--- src/rtl/riscv_defines.sv ---
// Shared RISC-V definitions for the iterative multiply/divide unit:
// M-extension operation encodings and the MDU control states.
package riscv_defines;

  typedef enum logic [2:0] {
    MDU_MUL    = 3'b000,
    MDU_MULH   = 3'b001,
    MDU_MULHSU = 3'b010,
    MDU_MULHU  = 3'b011,
    MDU_DIV    = 3'b100,
    MDU_DIVU   = 3'b101,
    MDU_REM    = 3'b110,
    MDU_REMU   = 3'b111
  } mdu_op_t;

  typedef enum logic [1:0] {
    IDLE = 2'd0,
    CALC = 2'd1,
    DONE = 2'd2
  } mdu_state_t;

endpackage

--- src/rtl/mdu_iterative_if.sv ---
// Request/result bundle of the iterative MDU.
// Both handshakes transfer on a rising edge where valid && ready are both high; flush overrides both.
interface mdu_iterative_if #(
  parameter int XLEN = 32
);
  logic            start_valid;
  logic            start_ready;
  logic [2:0]      funct3;
  logic [XLEN-1:0] op_a;
  logic [XLEN-1:0] op_b;
  logic            flush;
  logic            result_valid;
  logic            result_ready;
  logic [XLEN-1:0] result;
  logic            busy;

  modport master (
    output start_valid, funct3, op_a, op_b, flush, result_ready,
    input  start_ready, result_valid, result, busy
  );

  modport slave (
    input  start_valid, funct3, op_a, op_b, flush, result_ready,
    output start_ready, result_valid, result, busy
  );
endinterface

--- src/rtl/mdu_decoder.sv ---
// Combinational funct3 decode: operation, divide select and operand signedness.
// want_high selects the upper accumulator half: MULH* product high word, or REM* remainder.
module mdu_decoder
  import riscv_defines::*;
(
  input  logic [2:0] funct3,
  output mdu_op_t    op,
  output logic       is_div,
  output logic       a_signed,
  output logic       b_signed,
  output logic       want_high
);

  always_comb begin
    op        = mdu_op_t'(funct3);
    is_div    = funct3[2];
    a_signed  = 1'b0;
    b_signed  = 1'b0;
    want_high = 1'b0;
    unique case (mdu_op_t'(funct3))
      MDU_MUL:    begin a_signed = 1'b1; b_signed = 1'b1; end
      MDU_MULH:   begin a_signed = 1'b1; b_signed = 1'b1; want_high = 1'b1; end
      MDU_MULHSU: begin a_signed = 1'b1; want_high = 1'b1; end
      MDU_MULHU:  want_high = 1'b1;
      MDU_DIV:    begin a_signed = 1'b1; b_signed = 1'b1; end
      MDU_DIVU:   ;
      MDU_REM:    begin a_signed = 1'b1; b_signed = 1'b1; want_high = 1'b1; end
      MDU_REMU:   want_high = 1'b1;
      default:    ;
    endcase
  end

endmodule

--- src/rtl/mdu_iterative.sv ---
// Iterative RV M-extension unit: radix-2 shift-add multiply and restoring divide on
// operand magnitudes, sharing one 2*XLEN accumulator and one XLEN+1-bit adder.
module mdu_iterative
  import riscv_defines::*;
#(
  parameter int XLEN = 32
) (
  input  logic          clk,
  input  logic          rst_n,
  mdu_iterative_if.slave bus,
  output mdu_state_t    state_dbg
);

  localparam int CW = $clog2(XLEN);

  mdu_state_t        state, state_nxt;
  logic [CW-1:0]     cnt;
  logic [2*XLEN-1:0] acc;
  logic [XLEN-1:0]   divisor;
  logic              is_div_q, want_high_q, neg_main_q, neg_rem_q, bypass_q;

  mdu_op_t dec_op;
  logic    dec_is_div, dec_a_signed, dec_b_signed, dec_want_high;

  mdu_decoder u_dec (
    .funct3    (bus.funct3),
    .op        (dec_op),
    .is_div    (dec_is_div),
    .a_signed  (dec_a_signed),
    .b_signed  (dec_b_signed),
    .want_high (dec_want_high)
  );

  // Request-side decode, only meaningful while IDLE.
  logic            a_neg, b_neg, div_zero, div_ovf, bypass, accept;
  logic [XLEN-1:0] a_mag, b_mag, bypass_val;

  always_comb begin
    a_neg    = dec_a_signed & bus.op_a[XLEN-1];
    b_neg    = dec_b_signed & bus.op_b[XLEN-1];
    a_mag    = a_neg ? -bus.op_a : bus.op_a;
    b_mag    = b_neg ? -bus.op_b : bus.op_b;
    div_zero = dec_is_div && (bus.op_b == '0);
    div_ovf  = ((dec_op == MDU_DIV) || (dec_op == MDU_REM)) &&
               (bus.op_a == {1'b1, {(XLEN-1){1'b0}}}) && (&bus.op_b);
    bypass   = div_zero || div_ovf;
    if (div_zero) bypass_val = dec_want_high ? bus.op_a : '1;
    else          bypass_val = dec_want_high ? '0 : bus.op_a;
    accept   = bus.start_valid && (state == IDLE) && !bus.flush;
  end

  // Shared adder: multiply adds the multiplicand into the high half when the
  // low bit is set; divide subtracts the divisor from the shifted remainder.
  logic [XLEN:0]     add_a, add_b, sum;
  logic              q_bit;
  logic [2*XLEN-1:0] acc_nxt;

  always_comb begin
    add_a = is_div_q ? acc[2*XLEN-1:XLEN-1] : {1'b0, acc[2*XLEN-1:XLEN]};
    if (is_div_q)    add_b = ~{1'b0, divisor};
    else if (acc[0]) add_b = {1'b0, divisor};
    else             add_b = '0;
    sum   = add_a + add_b + {{XLEN{1'b0}}, is_div_q};
    q_bit = ~sum[XLEN];
    if (is_div_q)
      acc_nxt = {(q_bit ? sum[XLEN-1:0] : acc[2*XLEN-2:XLEN-1]), acc[XLEN-2:0], q_bit};
    else
      acc_nxt = {sum, acc[XLEN-1:1]};
  end

  always_comb begin
    state_nxt = state;
    if (bus.flush) begin
      state_nxt = IDLE;
    end else begin
      unique case (state)
        IDLE:    if (bus.start_valid) state_nxt = bypass ? DONE : CALC;
        CALC:    if (cnt == CW'(XLEN-1)) state_nxt = DONE;
        DONE:    if (bus.result_ready) state_nxt = IDLE;
        default: state_nxt = IDLE;
      endcase
    end
  end

  always_ff @(posedge clk or negedge rst_n) begin
    if (!rst_n) state <= IDLE;
    else        state <= state_nxt;
  end

  always_ff @(posedge clk or negedge rst_n) begin
    if (!rst_n) begin
      cnt         <= '0;
      acc         <= '0;
      divisor     <= '0;
      is_div_q    <= 1'b0;
      want_high_q <= 1'b0;
      neg_main_q  <= 1'b0;
      neg_rem_q   <= 1'b0;
      bypass_q    <= 1'b0;
    end else if (accept) begin
      cnt         <= '0;
      divisor     <= b_mag;
      is_div_q    <= dec_is_div;
      want_high_q <= dec_want_high;
      neg_main_q  <= a_neg ^ b_neg;
      neg_rem_q   <= a_neg;
      bypass_q    <= bypass;
      acc         <= {{XLEN{1'b0}}, (bypass ? bypass_val : a_mag)};
    end else if ((state == CALC) && !bus.flush) begin
      cnt <= cnt + CW'(1);
      acc <= acc_nxt;
    end
  end

  // Sign fix-up is applied combinationally in DONE; acc is frozen there.
  logic [2*XLEN-1:0] prod;
  logic [XLEN-1:0]   quo, rem, res;

  always_comb begin
    prod = neg_main_q ? -acc : acc;
    quo  = neg_main_q ? -acc[XLEN-1:0] : acc[XLEN-1:0];
    rem  = neg_rem_q ? -acc[2*XLEN-1:XLEN] : acc[2*XLEN-1:XLEN];
    if (bypass_q)      res = acc[XLEN-1:0];
    else if (is_div_q) res = want_high_q ? rem : quo;
    else               res = want_high_q ? prod[2*XLEN-1:XLEN] : prod[XLEN-1:0];
  end

  assign bus.start_ready  = (state == IDLE);
  assign bus.busy         = (state != IDLE);
  assign bus.result_valid = (state == DONE);
  assign bus.result       = (state == DONE) ? res : '0;
  assign state_dbg        = state;

endmodule

--- src/flat_wrapper.sv ---
// flat-port wrapper written by rule: the top's interface ports become plain ports
module mdu_iterative_flat import riscv_defines::*;
#(
  parameter int XLEN = 32
)
  (clk, rst_n, state_dbg, bus_start_valid, bus_funct3, bus_op_a, bus_op_b, bus_flush, bus_result_ready, bus_start_ready, bus_result_valid, bus_result, bus_busy);
  mdu_iterative_if #(.XLEN(XLEN)) bus_i ();
  input  logic clk;
  input  logic rst_n;
  output mdu_state_t state_dbg;
  input wire logic [$bits(bus_i.start_valid)-1:0] bus_start_valid;
  input wire logic [$bits(bus_i.funct3)-1:0] bus_funct3;
  input wire logic [$bits(bus_i.op_a)-1:0] bus_op_a;
  input wire logic [$bits(bus_i.op_b)-1:0] bus_op_b;
  input wire logic [$bits(bus_i.flush)-1:0] bus_flush;
  input wire logic [$bits(bus_i.result_ready)-1:0] bus_result_ready;
  output wire logic [$bits(bus_i.start_ready)-1:0] bus_start_ready;
  output wire logic [$bits(bus_i.result_valid)-1:0] bus_result_valid;
  output wire logic [$bits(bus_i.result)-1:0] bus_result;
  output wire logic [$bits(bus_i.busy)-1:0] bus_busy;
  assign bus_i.start_valid = bus_start_valid;
  assign bus_i.funct3 = bus_funct3;
  assign bus_i.op_a = bus_op_a;
  assign bus_i.op_b = bus_op_b;
  assign bus_i.flush = bus_flush;
  assign bus_i.result_ready = bus_result_ready;
  assign bus_start_ready = bus_i.start_ready;
  assign bus_result_valid = bus_i.result_valid;
  assign bus_result = bus_i.result;
  assign bus_busy = bus_i.busy;
  mdu_iterative #(.XLEN(XLEN)) u_core (.clk(clk), .rst_n(rst_n), .bus(bus_i), .state_dbg(state_dbg));
endmodule
--- config.mk ---
export PLATFORM = sky130hd
export DESIGN_NAME = mdu_iterative_flat
export DESIGN_NICKNAME = d
export VERILOG_FILES = /design/src/rtl/riscv_defines.sv /design/src/rtl/mdu_iterative_if.sv /design/src/rtl/mdu_decoder.sv /design/src/rtl/mdu_iterative.sv /design/src/flat_wrapper.sv
export SDC_FILE = /design/constraint.sdc
export NUM_CORES = 1
export LEC_CHECK = 0
export ABC_CLOCK_PERIOD_IN_PS = 4900
export CAP_MARGIN = 20
export CORE_MARGIN = 2
export CORE_UTILIZATION = 34
export DETAILED_ROUTE_END_ITERATION = 16
export GPL_TIMING_DRIVEN = 0
export PLACE_DENSITY_LB_ADDON = 0.05
export SLEW_MARGIN = 20
export SYNTH_ARGS = -nofsm -noshare
export SYNTH_HDL_FRONTEND = slang
export SYNTH_SLANG_ARGS = --single-unit
--- constraint.sdc ---
create_clock -name clk -period 4.9 [get_ports clk]
set_input_delay 0.735 -clock clk [delete_from_list [all_inputs] [get_ports clk]]
set_output_delay 0.735 -clock clk [all_outputs]
set_load 0.01 [all_outputs]
==> results list <==
- Counting I/O delays and the setup requirement, the final critical path takes 4.82 ns.
- Total half-perimeter wirelength after legalization and detailed placement: 41400 µm
- At the end of routability-driven placement, the weighted congestion stood at 0.914.
- Count of routing violations after the opening detailed-route iteration: 1175
- For this run, the number of Yosys warnings is 0.
- The share of the Yosys chip area taken by registers is 22.3%.
- Per-cell via count in the routed design: roughly 6
- Arr. time, crit path: about 4 ns
- Tracing the worst setup path back leads to its startpoint at u_core.acc[12]$_DFFE_PN0P_.
* Register-to-register setup slack: 0.19 ns
- Counting the buffers created by CTS gives 9.
- 0 antenna diodes ended up in the layout.
- Maxcap violations: 0
* Peak ir drop on the vdd network: around 0.00018 V
* Worst-case clock buffer depth: 2
- Data on the critical path is required at its endpoint by approximately 4.2 ns.
- Walking the worst path, the cells encountered are buf_2 -> or4_4 -> nor2_1 -> nand3_2 -> or3_4 -> and2_1 -> clkbuf_1 -> o41ai_2 -> xnor2_2 -> nand2_1 -> a21oi_1 -> clkdlybuf4s50_1.
- The first global-routing pass estimated around 79000 µm of wire.
* Async set-reset flop share out of synthesis: 100%
* Post-synthesis sequential element count: about 110
* Max-slew violation count: 0
- The clock network is responsible for between 10% and 20% of the overall power.
- The number of antenna violations at the first check in global routing is 1.
- After detailed routing, the average wire length per cell comes to around 23 µm.
* Via count of the first global-routing pass: about 13k
- For the final database, setup skew stands at just over 0.01 ns.
- Cell Count Post-Placement: roughly 2.3k
- Number of hold violations in the final report: 0
- Of the total power, combinational logic draws 64.5%.
- Counting every sink on the clock net gives between 100 and 150.
- Entering global routing, the biggest net connects 64 pins.
- Crit-path max FO: 9
* Post-route non-filler standard cell count: about 2.3k
* Layout Cell Area excl Fill: about 0.014 mm²
* Relative slew margins: between 40 and 50%
- Leading area contributor after synthesis: dfrtp_1
- Share of final-layout standard cells stronger than drive strength 1: under 10%
* Area added between synthesis and finish: 19.0%
* Finish-stage setup viols: 0
- Type of the worst setup path: register to primary output
- Yosys mapped a number of flops with a built-in enable equal to 0.
- Summed over all failing endpoints, the final setup total negative slack is 0 ns.
- Buffer and inverter count on the worst path: 3
- Syn Inst Count: roughly 1.7k
- Of the available clock period, the critical path in the final layout requires between 90 and 100%.
- Broken down by cell family, the worst path's largest delay share belongs to simple AND/OR/NAND/NOR gates.
* Max Fclk: a little over 200 MHz
- Number of search-and-repair iterations in the first detailed-routing pass: 5
- Cell row count: 69
- Clock tree root driver cell: clkbuf_16
* H-tree levels: 3
- Result of the run: finished clean
* Switching power as a share of total power: 52.8%
- Total nets after synthesis: 1806
- In this run the count of I/O pins placed on the die edge is ~110.
* Floorplan die height: ~190 µm
- Among all flip-flop cells after synthesis, the most frequent one is dfrtp_1.
- Registers are responsible for 23.9% of the overall power.
- After layout, the worst setup slack is roughly 0.08 ns.
- The completed layout was analyzed and its total power is 6.68 mW.
* Power per unit of standard cell area: about 460 mW/mm²
- Reg2Reg Launch Point: u_core.is_div_q$_DFFE_PN0P_
* Via Count: between 10k and 15k
- STA classifies the critical path startpoint as a register.
* Min-delay worst type: input port to asynchronous set/reset pin
- Wires add up to 52300 µm.
* Biggest area contributors in the synthesized netlist: dfrtp_1 22%, o21ai_0 9.3%, nand2_1 7.2%
- Before CTS, the worst setup slack after placement is -1.70 ns.
- Die width: 193 µm
- Post-detailed-route count of antenna-violating nets: 0
* Post-place instance area: between 0.01 and 0.015 mm²
* Port Buffer Count: about 110
- Worst-path clk slew: approximately 0.07 ns
- In this run the power spent charging and discharging nets is 3.52 mW.
- Worst setup EP type: primary output
- Hold is met by 0.285 ns.
* Design internal power: 3.15 mW
* Per-instance average area after synthesis: 7.16 µm²
- Hold-fix buffer count after cts: 0
* Source-to-sink clock delay at the later pin of the worst-skew pair: approximately 0.37 ns
- At the pin with the least slew margin, the transition time is just over 0.8 ns.
- The synthesized netlist occupies a cell area of ~0.012 mm².
* Slowest cell on the critical path: or4_4
* Post-detailed-route DRC marker count: 0
- For this design the static power due to leakage is roughly 5.6 nW.
* Total global routing overflow: 0
* Initial core utilization: 34.3%
* Nets: a little under 2k
- Proportion of netlist area held by the largest area contributor: 22.3%
* Utilization after layout: about two fifths
- Area of the core region: about 0.035 mm²
- Distinct cells, synth: 76
- In this design, the stage delay of the slowest critical-path cell is around 0.57 ns.
- TritonCTS clock tree: yes
- Global routing consumed, over all layers together, 28.2% of the routing resources.
- Die Area: 0.0372 mm²
[cells by family (layout without fill, tap and decap cells)]
family / count (synthesis) / count (layout) / synth area share [%]
compound gates: 596 / 596 / 29.9
xor+xnor: 98 / 98 / 7.08
fa+ha+maj: 41 / 41 / 4.35
buf+inv: 175 / 302 / 5.59
flops: 108 / 108 / 22.3
mux: 90 / 90 / 7.73
simple gates: 585 / 585 / 23.0
[final cells by class]
type | instances | area, µm²
Timing Repair Buffer | 119 | 1190
Inverter | 45 | 169
Buffer | 122 | 546
Fill cell | 3737 | 20900
Multi-Input combinational cell | 1410 | 8940
Clock inverter | 3 | 46.3
Clock buffer | 13 | 250
Tap cell | 461 | 577
Sequential cell | 108 | 2710
[worst paths after layout]
kind,cells after the start,to
min in group clk,2,u_core.divisor[3]$_DFFE_PN0P_
worst max register to register,20,u_core.acc[54]$_DFFE_PN0P_
worst min-delay path,1,u_core.acc[45]$_DFFE_PN0P_
max in group asynchronous,2,u_core.is_div_q$_DFFE_PN0P_
worst max-delay path,12,bus_result[18]
worst min register to register,2,u_core.divisor[3]$_DFFE_PN0P_
[synthesized netlist by cell type (13+ instances only)]
| library cell | n |
|---|---|
| nor4_1 | 16 |
| a31oi_1 | 27 |
| o22ai_1 | 13 |
| a21o_1 | 17 |
| xnor2_1 | 52 |
| mux2i_1 | 61 |
| xor2_1 | 46 |
| a22oi_1 | 28 |
| mux2_2 | 29 |
| or3_1 | 18 |
| dfrtp_1 | 108 |
| nand4_1 | 25 |
| a21oi_1 | 131 |
| o31ai_1 | 31 |
| nand2b_1 | 13 |
| nor2_1 | 126 |
| nor3_1 | 54 |
| nand2_1 | 233 |
| inv_1 | 45 |
| o211ai_1 | 28 |
| ha_1 | 39 |
| a211oi_1 | 20 |
| clkbuf_1 | 108 |
| nand3_1 | 32 |
| o21ai_0 | 225 |
[worst register-to-register path: stages, from the launching register on]
cell       delay (ns)
dfrtp_2          0.44
clkbuf_8         0.21
buf_6            0.18
clkbuf_8         0.22
clkbuf_4         0.22
nand2_1          0.06
o21ai_1          0.15
fa_2             0.27
inv_1            0.06
fa_1             0.40
nand2b_1         0.19
a21oi_1          0.20
o21ai_1          0.16
a211o_1          0.38
a2111oi_4        0.29
buf_4            0.19
nor2_1           0.08
xor2_2           0.26
buf_6            0.22
mux2i_1          0.24
a22oi_2          0.15
[layout by cell type (no fill, tap or decap), types with 15 or more instances in the layout]
master,synthesis,routed
mux2_2,29,29
a211oi_1,20,19
or3_1,18,15
mux2i_1,61,61
nand2_1,233,232
xor2_1,46,45
o31ai_1,31,31
nand3_1,32,31
nor3_1,54,52
nand4_1,25,25
a22oi_1,28,27
clkbuf_1,108,96
inv_1,45,45
o211ai_1,28,28
nor2_1,126,124
a21oi_1,131,129
xnor2_1,52,50
ha_1,39,38
a31oi_1,27,26
a21o_1,17,17
o21ai_0,225,216
clkdlybuf4s50_1,0,99
dfrtp_1,108,103
[sequential cells by signal, summed over array words and instances, names as in the netlist, 2 cells and up]
name              flops
u_core.state_dbg      2
u_core.divisor       32
u_core.cnt            5
u_core.acc           64
[power groups by stage]
stage               Clock [mW]  Combinational, mW  Sequential (mW)
finish                   0.770               4.31             1.60
global route             0.820               4.69             1.63
CTS                      0.790               4.19             1.53
detailed placement           0               4.12             1.51
global placement             0               4.11             1.51
floorplan                    0               2.89             1.36
[routing by layer]
metal / wire length, µm / global-route usage [%] / vias to the layer above
met3: 3260 / 3.51 / 71
met1: 25100 / 41.6 / 6470
met2: 22500 / 42.4 / 532
met4: 1480 / 8.72 / 2
met5: 11 / 0 / -
li1: - / - / 6464
[repair_timing]
item                                    CTS  global route
gates resized for setup                  54            36
pin swaps                                 9             8
setup buffers                             3             7
endpoints found under the setup margin   49            50
endpoints found under the hold margin     0             0
Power figures use the tool's default switching activity.
